<file path="src/rtl/instr_fetch_stage.sv">
// ---------------------------------------------------------------------------
// instr_fetch_stage
//
// Front end of the RV32I core. Owns the program counter, fetches one 32-bit
// instruction at a time from instruction memory over a req/ack handshake and
// hands it to decode over a valid/ready handshake. A redirect from downstream
// reloads the PC and squashes whatever is in flight or buffered.
//
// Parameters:
//   RESET_PC   - PC loaded on reset and first fetch address
//   NOP_INSTR  - value shown on if_instr when nothing is buffered
//
// Ports:
//   clk             in   1   rising-edge clock
//   reset           in   1   synchronous, active-high reset
//   imem_req        out  1   fetch request, held with imem_addr until imem_ack
//   imem_addr       out  32  word-aligned fetch address
//   imem_ack        in   1   memory response strobe, one cycle per request
//   imem_rdata      in   32  instruction word, valid with imem_ack
//   if_valid        out  1   if_instr/if_pc hold a valid instruction
//   if_ready        in   1   decode accepts the instruction this cycle
//   if_instr        out  32  fetched instruction
//   if_pc           out  32  address of if_instr
//   redirect_valid  in   1   load new PC and squash the current path
//   redirect_pc     in   32  redirect target, low two bits forced to zero
// ---------------------------------------------------------------------------
module instr_fetch_stage #(
    parameter logic [31:0] RESET_PC  = 32'h8000_0000,
    parameter logic [31:0] NOP_INSTR = 32'h0000_0013
) (
    input  logic        clk,
    input  logic        reset,
    output logic        imem_req,
    output logic [31:0] imem_addr,
    input  logic        imem_ack,
    input  logic [31:0] imem_rdata,
    output logic        if_valid,
    input  logic        if_ready,
    output logic [31:0] if_instr,
    output logic [31:0] if_pc,
    input  logic        redirect_valid,
    input  logic [31:0] redirect_pc
);

    // FETCH : request outstanding (or about to be issued right after reset)
    // VALID : an instruction is buffered for decode, no request outstanding
    // DROP  : a request on a squashed path is still outstanding; its response
    //         must be swallowed before the new path can be fetched
    typedef enum logic [1:0] {
        FETCH = 2'd0,
        VALID = 2'd1,
        DROP  = 2'd2
    } state_t;

    state_t      state;
    state_t      state_nxt;
    logic [31:0] pc;
    logic [31:0] pc_nxt;
    logic [31:0] addr_nxt;
    logic [31:0] instr_nxt;
    logic [31:0] ifpc_nxt;
    logic        req_nxt;
    logic [31:0] redirect_target;
    logic        ack_ok;

    // The redirect target is always word aligned; the low bits from
    // downstream are simply discarded.
    assign redirect_target = {redirect_pc[31:2], 2'b00};

    // An ack only means something while a request is actually on the bus.
    // Acks in VALID or in the idle cycle after reset are ignored.
    assign ack_ok = imem_ack && imem_req && (state != VALID);

    // Decode owns the handshake: the buffered instruction is valid exactly
    // while we sit in VALID, so if_valid is a pure state decode.
    assign if_valid = (state == VALID);

    // Next-state and next-register logic. Redirect is checked first in every
    // state because it outranks any ack or decode acceptance in that cycle.
    // A redirect coinciding with if_ready in VALID is deliberately not a
    // transfer: decode must not consume in its own redirect cycle.
    always_comb begin
        state_nxt = state;
        pc_nxt    = pc;
        instr_nxt = if_instr;
        ifpc_nxt  = if_pc;

        case (state)
            FETCH: begin
                if (redirect_valid) begin
                    pc_nxt = redirect_target;
                    // A request still waiting on memory has to be drained;
                    // if it was acked this cycle its data is just dropped.
                    if (imem_req && !ack_ok) begin
                        state_nxt = DROP;
                    end
                end else if (ack_ok) begin
                    instr_nxt = imem_rdata;
                    ifpc_nxt  = pc;
                    pc_nxt    = pc + 32'd4;
                    state_nxt = VALID;
                end
            end

            VALID: begin
                if (redirect_valid) begin
                    pc_nxt    = redirect_target;
                    instr_nxt = NOP_INSTR;
                    state_nxt = FETCH;
                end else if (if_ready) begin
                    instr_nxt = NOP_INSTR;
                    state_nxt = FETCH;
                end
            end

            DROP: begin
                // Later redirects simply overwrite the target; the old
                // request stays on the bus until memory answers it.
                if (redirect_valid) begin
                    pc_nxt = redirect_target;
                end
                if (ack_ok) begin
                    state_nxt = FETCH;
                end
            end

            default: begin
                state_nxt = FETCH;
            end
        endcase

        // A request is on the bus in every state except VALID. In DROP the
        // old address is held; in FETCH the bus follows the PC.
        req_nxt = (state_nxt != VALID);
        if (state_nxt == FETCH) begin
            addr_nxt = pc_nxt;
        end else begin
            addr_nxt = imem_addr;
        end
    end

    // All architectural state and all bus outputs are registered here.
    // imem_req is kept as its own register so that it stays low during
    // reset and rises only in the first cycle after reset is released.
    always_ff @(posedge clk) begin
        if (reset) begin
            state     <= FETCH;
            pc        <= RESET_PC;
            imem_req  <= 1'b0;
            imem_addr <= RESET_PC;
            if_instr  <= NOP_INSTR;
            if_pc     <= RESET_PC;
        end else begin
            state     <= state_nxt;
            pc        <= pc_nxt;
            imem_req  <= req_nxt;
            imem_addr <= addr_nxt;
            if_instr  <= instr_nxt;
            if_pc     <= ifpc_nxt;
        end
    end

    // Memory must only answer a request that is actually outstanding.
    imem_ack_protocol: assert property (
        @(posedge clk) disable iff (reset)
        imem_ack |-> (imem_req && (state != VALID))
    );

    // While a request waits for its ack the address must not move.
    imem_addr_stable: assert property (
        @(posedge clk) disable iff (reset)
        (imem_req && !imem_ack) |=> (reset || $stable(imem_addr))
    );

endmodule

</file>
<file path="config.mk">
export PLATFORM = sky130hd
export DESIGN_NAME = instr_fetch_stage
export DESIGN_NICKNAME = d
export VERILOG_FILES = /design/src/rtl/instr_fetch_stage.sv
export SDC_FILE = /design/constraint.sdc
export NUM_CORES = 1
export LEC_CHECK = 0
export BUFFER_PORTS_ARGS = -buffer_cell sky130_fd_sc_hd__buf_2
export CORE_MARGIN = 2
export CORE_UTILIZATION = 57
export DETAILED_ROUTE_END_ITERATION = 7
export GPL_TIMING_DRIVEN = 0
export PLACE_DENSITY = 0.85
export SLEW_MARGIN = 20
export SYNTH_ARGS = -nofsm -noshare
export SYNTH_HDL_FRONTEND = slang
export SYNTH_SLANG_ARGS = --single-unit
</file>
<file path="constraint.sdc">
create_clock -name clk -period 7.33 [get_ports clk]
set_input_delay 1.466 -clock clk [delete_from_list [all_inputs] [get_ports clk]]
set_output_delay 1.466 -clock clk [all_outputs]
set_load 0.01 [all_outputs]
</file>
== Word-level counts from Yosys, hierarchy flattened ==
Cells that the tools add are included.
Word-level totals
  output and inout bits: 98
  bits of input ports: 69
  register bits: 131
Cells by class
  equal/unequal tests: 7
  $add $sub $neg: 1
  bitwise gates (word level): 1
  multiplexer cells: 16
  reductions and logical operators: 10
Operators with widths (count)
  32-bit 2-to-1 mux: 7
  32-bit case mux with 2 select lines: 2
  32-bit by 3-bit adder with 32-bit output, second input constant: 1
  2-bit 2-to-1 mux: 6
  2-bit case mux with 3 select lines: 1
  2-bit logical NOT: 2
  2-bit by 1-bit != test with 1-bit output, second input constant: 2
  2-bit != test, second input constant: 2
  4-bit AND reduction: 1
  1-bit logical AND: 3
  3-bit by 1-bit != test with 1-bit output, second input constant: 1
  3-bit AND reduction: 1
  2-bit by 1-bit equality test with 1-bit output, second input constant: 1
  2-bit equality test, second input constant: 1
  2-bit nonzero test: 1
  2-bit OR reduction: 1
  1-bit logical NOT: 1
  1-bit inverter: 1

== Depth between registers and ports, before layout ==
  word-level depth: 8
  mapped depth: 11
  depth with buffers taken out: 8

== Worst setup path before layout ==
Ideal clock, no wire load.
  kind: input-to-reg
  start point: input port imem_ack
  end point: register imem_addr[25]
  library setup time: 57 ps
  stages: 7
  data arrival time: 3143 ps
  slack: 4130 ps
  cells stage by stage: and4b_1 clkbuf_1 nand3_1 or3_4 or4_4 a31oi_2 a21o_1
On the way
  cells in the longest elaborated chain, start to end: 8
  elaborated cells between the ends (all ways): 13
  classes of those cells: 8 x mux; 5 x reduce/logical
Ends and longest elaborated chain
  start, declared: line 35  | input logic imem_ack,
  1-bit logical AND * (2 in series): line 72  | assign ack_ok = imem_ack && imem_req && (state != VALID);
  1-bit logical NOT: line 94  | if (imem_req && !ack_ok) begin
  1-bit logical AND: line 94
  2-bit 2-to-1 mux: line 94
  2-bit 2-to-1 mux: line 90  | if (redirect_valid) begin
  2-bit case mux with 3 select lines: line 88  | case (state)
  2-bit logical NOT: line 135  | if (state_nxt == FETCH) begin
  end signal, assigned: line 157  | imem_addr <= addr_nxt;
  end, declared: line 34  | output logic [31:0] imem_addr,
Mark *: on every way between the ends. The rest lies on a longest branch, timed or not.
A chain may end at the register's enable or synchronous reset.

== Worst setup path in the final report ==
  start point: input port redirect_valid
  end point: register imem_addr[31]
On the way
  cells in the longest elaborated chain, start to end: 3
  elaborated cells between the ends (all ways): 7
  classes of those cells: 6 x mux; 1 x reduce/logical
Ends and longest elaborated chain
  start, declared: line 41  | input logic redirect_valid,
  2-bit 2-to-1 mux, on equally long branches: line 106, 90
  2-bit case mux with 3 select lines: line 88
  2-bit logical NOT: line 135
Several ways; a longest one is shown, not always the timed one.

==> run_results.csv <==
group,metric,value,unit
placed_design,dp_hpwl,13.5,mm
sta,rsz0062_at_grt,"no",
placed_design,place.gp.congestion,0.962,
global_route,grt_util_all_layers,0.325,
sta,final.setup_skew,0.0182,ns
drt,drtAntennaViolNets,0,
critical_path,path_buf_inv,4,
critical_path,cp-end-kind,"flop",
floorplan,die-area,0.0114,sq mm
cells_and_area,num_antenna_cells,0,
status,status,"complete, no violations",
drt,vias,6295,
global_route,grt_antenna_before_repair,0,
global_route,first_global_vias,5840,
critical_path,slowest_stage,"nor4_1",
floorplan,fp.dieH,107,microns
critical_path,cpPeakStageDelay,0.54,ns
critical_path,critPathArrivalTime,3.70,ns
synth,yosysTopAreaCell,"dfxtp_1",
clocking,post_cts_buffers,0,
synth,synth_cell_type_count,64,
global_route,grt_max_degree,17,
power_and_ir_drop,total_leakage_power,3.19,nW
global_route,grt_pass1_wl,29.0,mm
power_and_ir_drop,vdd_drop_max,142,uV
critical_path,start_kind,"primary input",
sta,hold_violations,0,
global_route,gr-total-overflow,0,
drt,wl_per_cell,17.6,microns
cells_and_area,fin_area,0.00761,sq mm
floorplan,initial_core_util,0.585,
floorplan,num_io_pins,167,
critical_path,criticalPathCategory,"in -> reg",
cells_and_area,fin_cells,1059,
power_and_ir_drop,pwr_density_cell,251,mW/mm^2
sta,worst_pin_slew,0.881,ns
synth,synthTopCellsByArea,"dfxtp_1 (43%), nand2_1 (7.0%), a21oi_1 (6.8%)",
clocking,cts_max_level,4,
synth,synthFlopType,"dfxtp_1",
cells_and_area,post-route-util,0.737,
floorplan,core_area,0.0103,sq mm
min_path,hold_path_class,"reg -> reg",
cells_and_area,layout.nets,984,
cells_and_area,layout-drive-gt1-share,0.245,
synth,yosys-top-cells-count,"dfxtp_1 (131), nand2_1 (113), a21oi_1 (82), clkbuf_1 (47), nand3b_1 (30)",
placed_design,placed_area,0.00703,sq mm
sta,setup_violations,0,
clocking,cts_hold_buffers,0,
synth,syn-num-nets,801,
clocking,root_buffer,"clkbuf_8",
drt,vias_per_cell,5.94,
synth,synth_async_sr_flop_share,0,
synth,synth.most_common_cell,"dfxtp_1",
sta,fmax,302,MHz
run,cap_violations,0,
floorplan,rows,37,
synth,syn_area,0.00604,sq mm
critical_path,crit_path_max_fanout,10,
drt,drt_wl_total,18.6,mm
placed_design,io_buffer_count,164,
clocking,cts_buffers,17,
synth,ys_ff_latch,131,
synth,avgSynthCellArea,8.30,sq um
synth,synth_top_area_share,0.434,
drt,drtIter0Drc,763,
critical_path,crit_family,"buffers and inverters",
clocking,insertion_delay,0.53,ns
sta,final.period_utilization,0.452,
clocking,clkSlewWorstSetupHoldPaths,0.06,ns
sta,finalSetupTns,0,ns
floorplan,chipWidth,107,microns
drt,route.detailed.drc,0,
critical_path,required,7.72,ns
clocking,clock-sinks,131,
cells_and_area,area_growth,26.1,%
drt,firstDrtPassIters,6,
clocking,cts_tree,"yes",
synth,ys_seq_area_frac,0.434,
synth,synth_edf_count,0,
clocking,post_cts_resized,0,
sta,fin_crit,3.32,ns
critical_path,crit_chain,"buf_2 > clkbuf_1 > inv_1 > o221a_2 > o31a_1 > buf_6 > nor4_1 > a21oi_1",
synth,yosys_warnings,0,
sta,slew_viol_final,0,
placed_design,dp_cells,1027,
clocking,clockBufferDepth,2,
synth,netlist_instances,727,
sta,slew_headroom,0.411,
-- final timing paths --
path                                      from            end  slack [ns]  cells after the start
worst max-delay path            redirect_valid  imem_addr[31]        4.01                      8
worst min-delay path              if_instr[12]   if_instr[12]        0.45                      2
worst max register to register        state[1]  imem_addr[30]        4.21                      9
worst min register to register    if_instr[12]   if_instr[12]        0.45                      2
-- worst register-to-register path, stage by stage, from the launching register on --
cell	delay, ns
dfxtp_1	0.41
inv_1	0.11
ha_1	0.23
clkbuf_1	0.23
nand4b_1	0.43
nor4_1	0.64
nand4_1	0.19
xnor2_1	0.18
a222oi_1	0.13
o41ai_1	0.45
-- flip-flops by register name, indices dropped and copies added, names as in the netlist --
| register | flops |
|---|---|
| state | 2 |
| pc | 32 |
| imem_addr | 32 |
| if_pc | 32 |
| if_instr | 32 |
| imem_req | 1 |
-- per-stage QoR --
stage	power, mW	setup slack [ns]	hold WS, ns
finish	1.91	4.01	0.450
global route	1.98	3.94	0.465
CTS	1.91	4.11	0.452
detailed placement	1.09	3.59	0.443
global placement	1.08	3.36	0.436
floorplan	0.976	4.13	0.432
-- report_power, final --
part | internal (mW) | switching, mW
Clock | 0.496 | 0.335
Sequential | 0.760 | 0.0373
Combinational | 0.113 | 0.171
-- layout make-up --
class                           instances  area, sq um
Multi-Input combinational cell        512         3010
Fill cell                             822         2710
Sequential cell                       131         2620
Timing Repair Buffer                  164          821
Clock buffer                           18          428
Buffer                                 62          325
Tap cell                              136          170
Clock inverter                         14          154
Inverter                               22         82.6
-- layout by cell type (no fill, tap or decap), drive strengths merged, types with 4 or more instances in the layout --
master    n
buf     176
dfxtp   131
nand2   113
a21oi    82
clkbuf   68
nand3b   30
nor2     28
o21ai    26
inv      25
a22oi    19
nor3     17
nand3    15
o22ai    15
o21a     14
and3     14
nand4    14
nor4     12
a21o     11
xor2      9
nor2b     8
xnor2     8
clkinv    6
mux2i     5
a31o      5
ha        5
a31oi     4
or3       4
-- per-layer routing --
layer	vias to the layer above	global-route usage	wire, microns
met3	63	0.0760	1760
met1	2870	0.407	7760
met4	0	0.156	701
met2	390	0.529	8400
li1	2972	-	-
met5	-	0	0
-- kinds of logic (layout without fill, tap and decap cells) --
| kind of cell | after synthesis | after routing | share of synthesized area |
|---|---|---|---|
| XOR/XNOR | 17 | 17 | 0.0247 |
| buffers and inverters | 84 | 280 | 0.0676 |
| AND/OR/NAND/NOR | 276 | 276 | 0.235 |
| flip-flops | 131 | 131 | 0.434 |
| adder cells (fa/ha/maj) | 5 | 5 | 0.0104 |
| multiplexers | 5 | 5 | 0.00829 |
| AO/OA/AOI/OAI | 209 | 209 | 0.220 |
No activity file was read; power rests on OpenSTA's default activity.
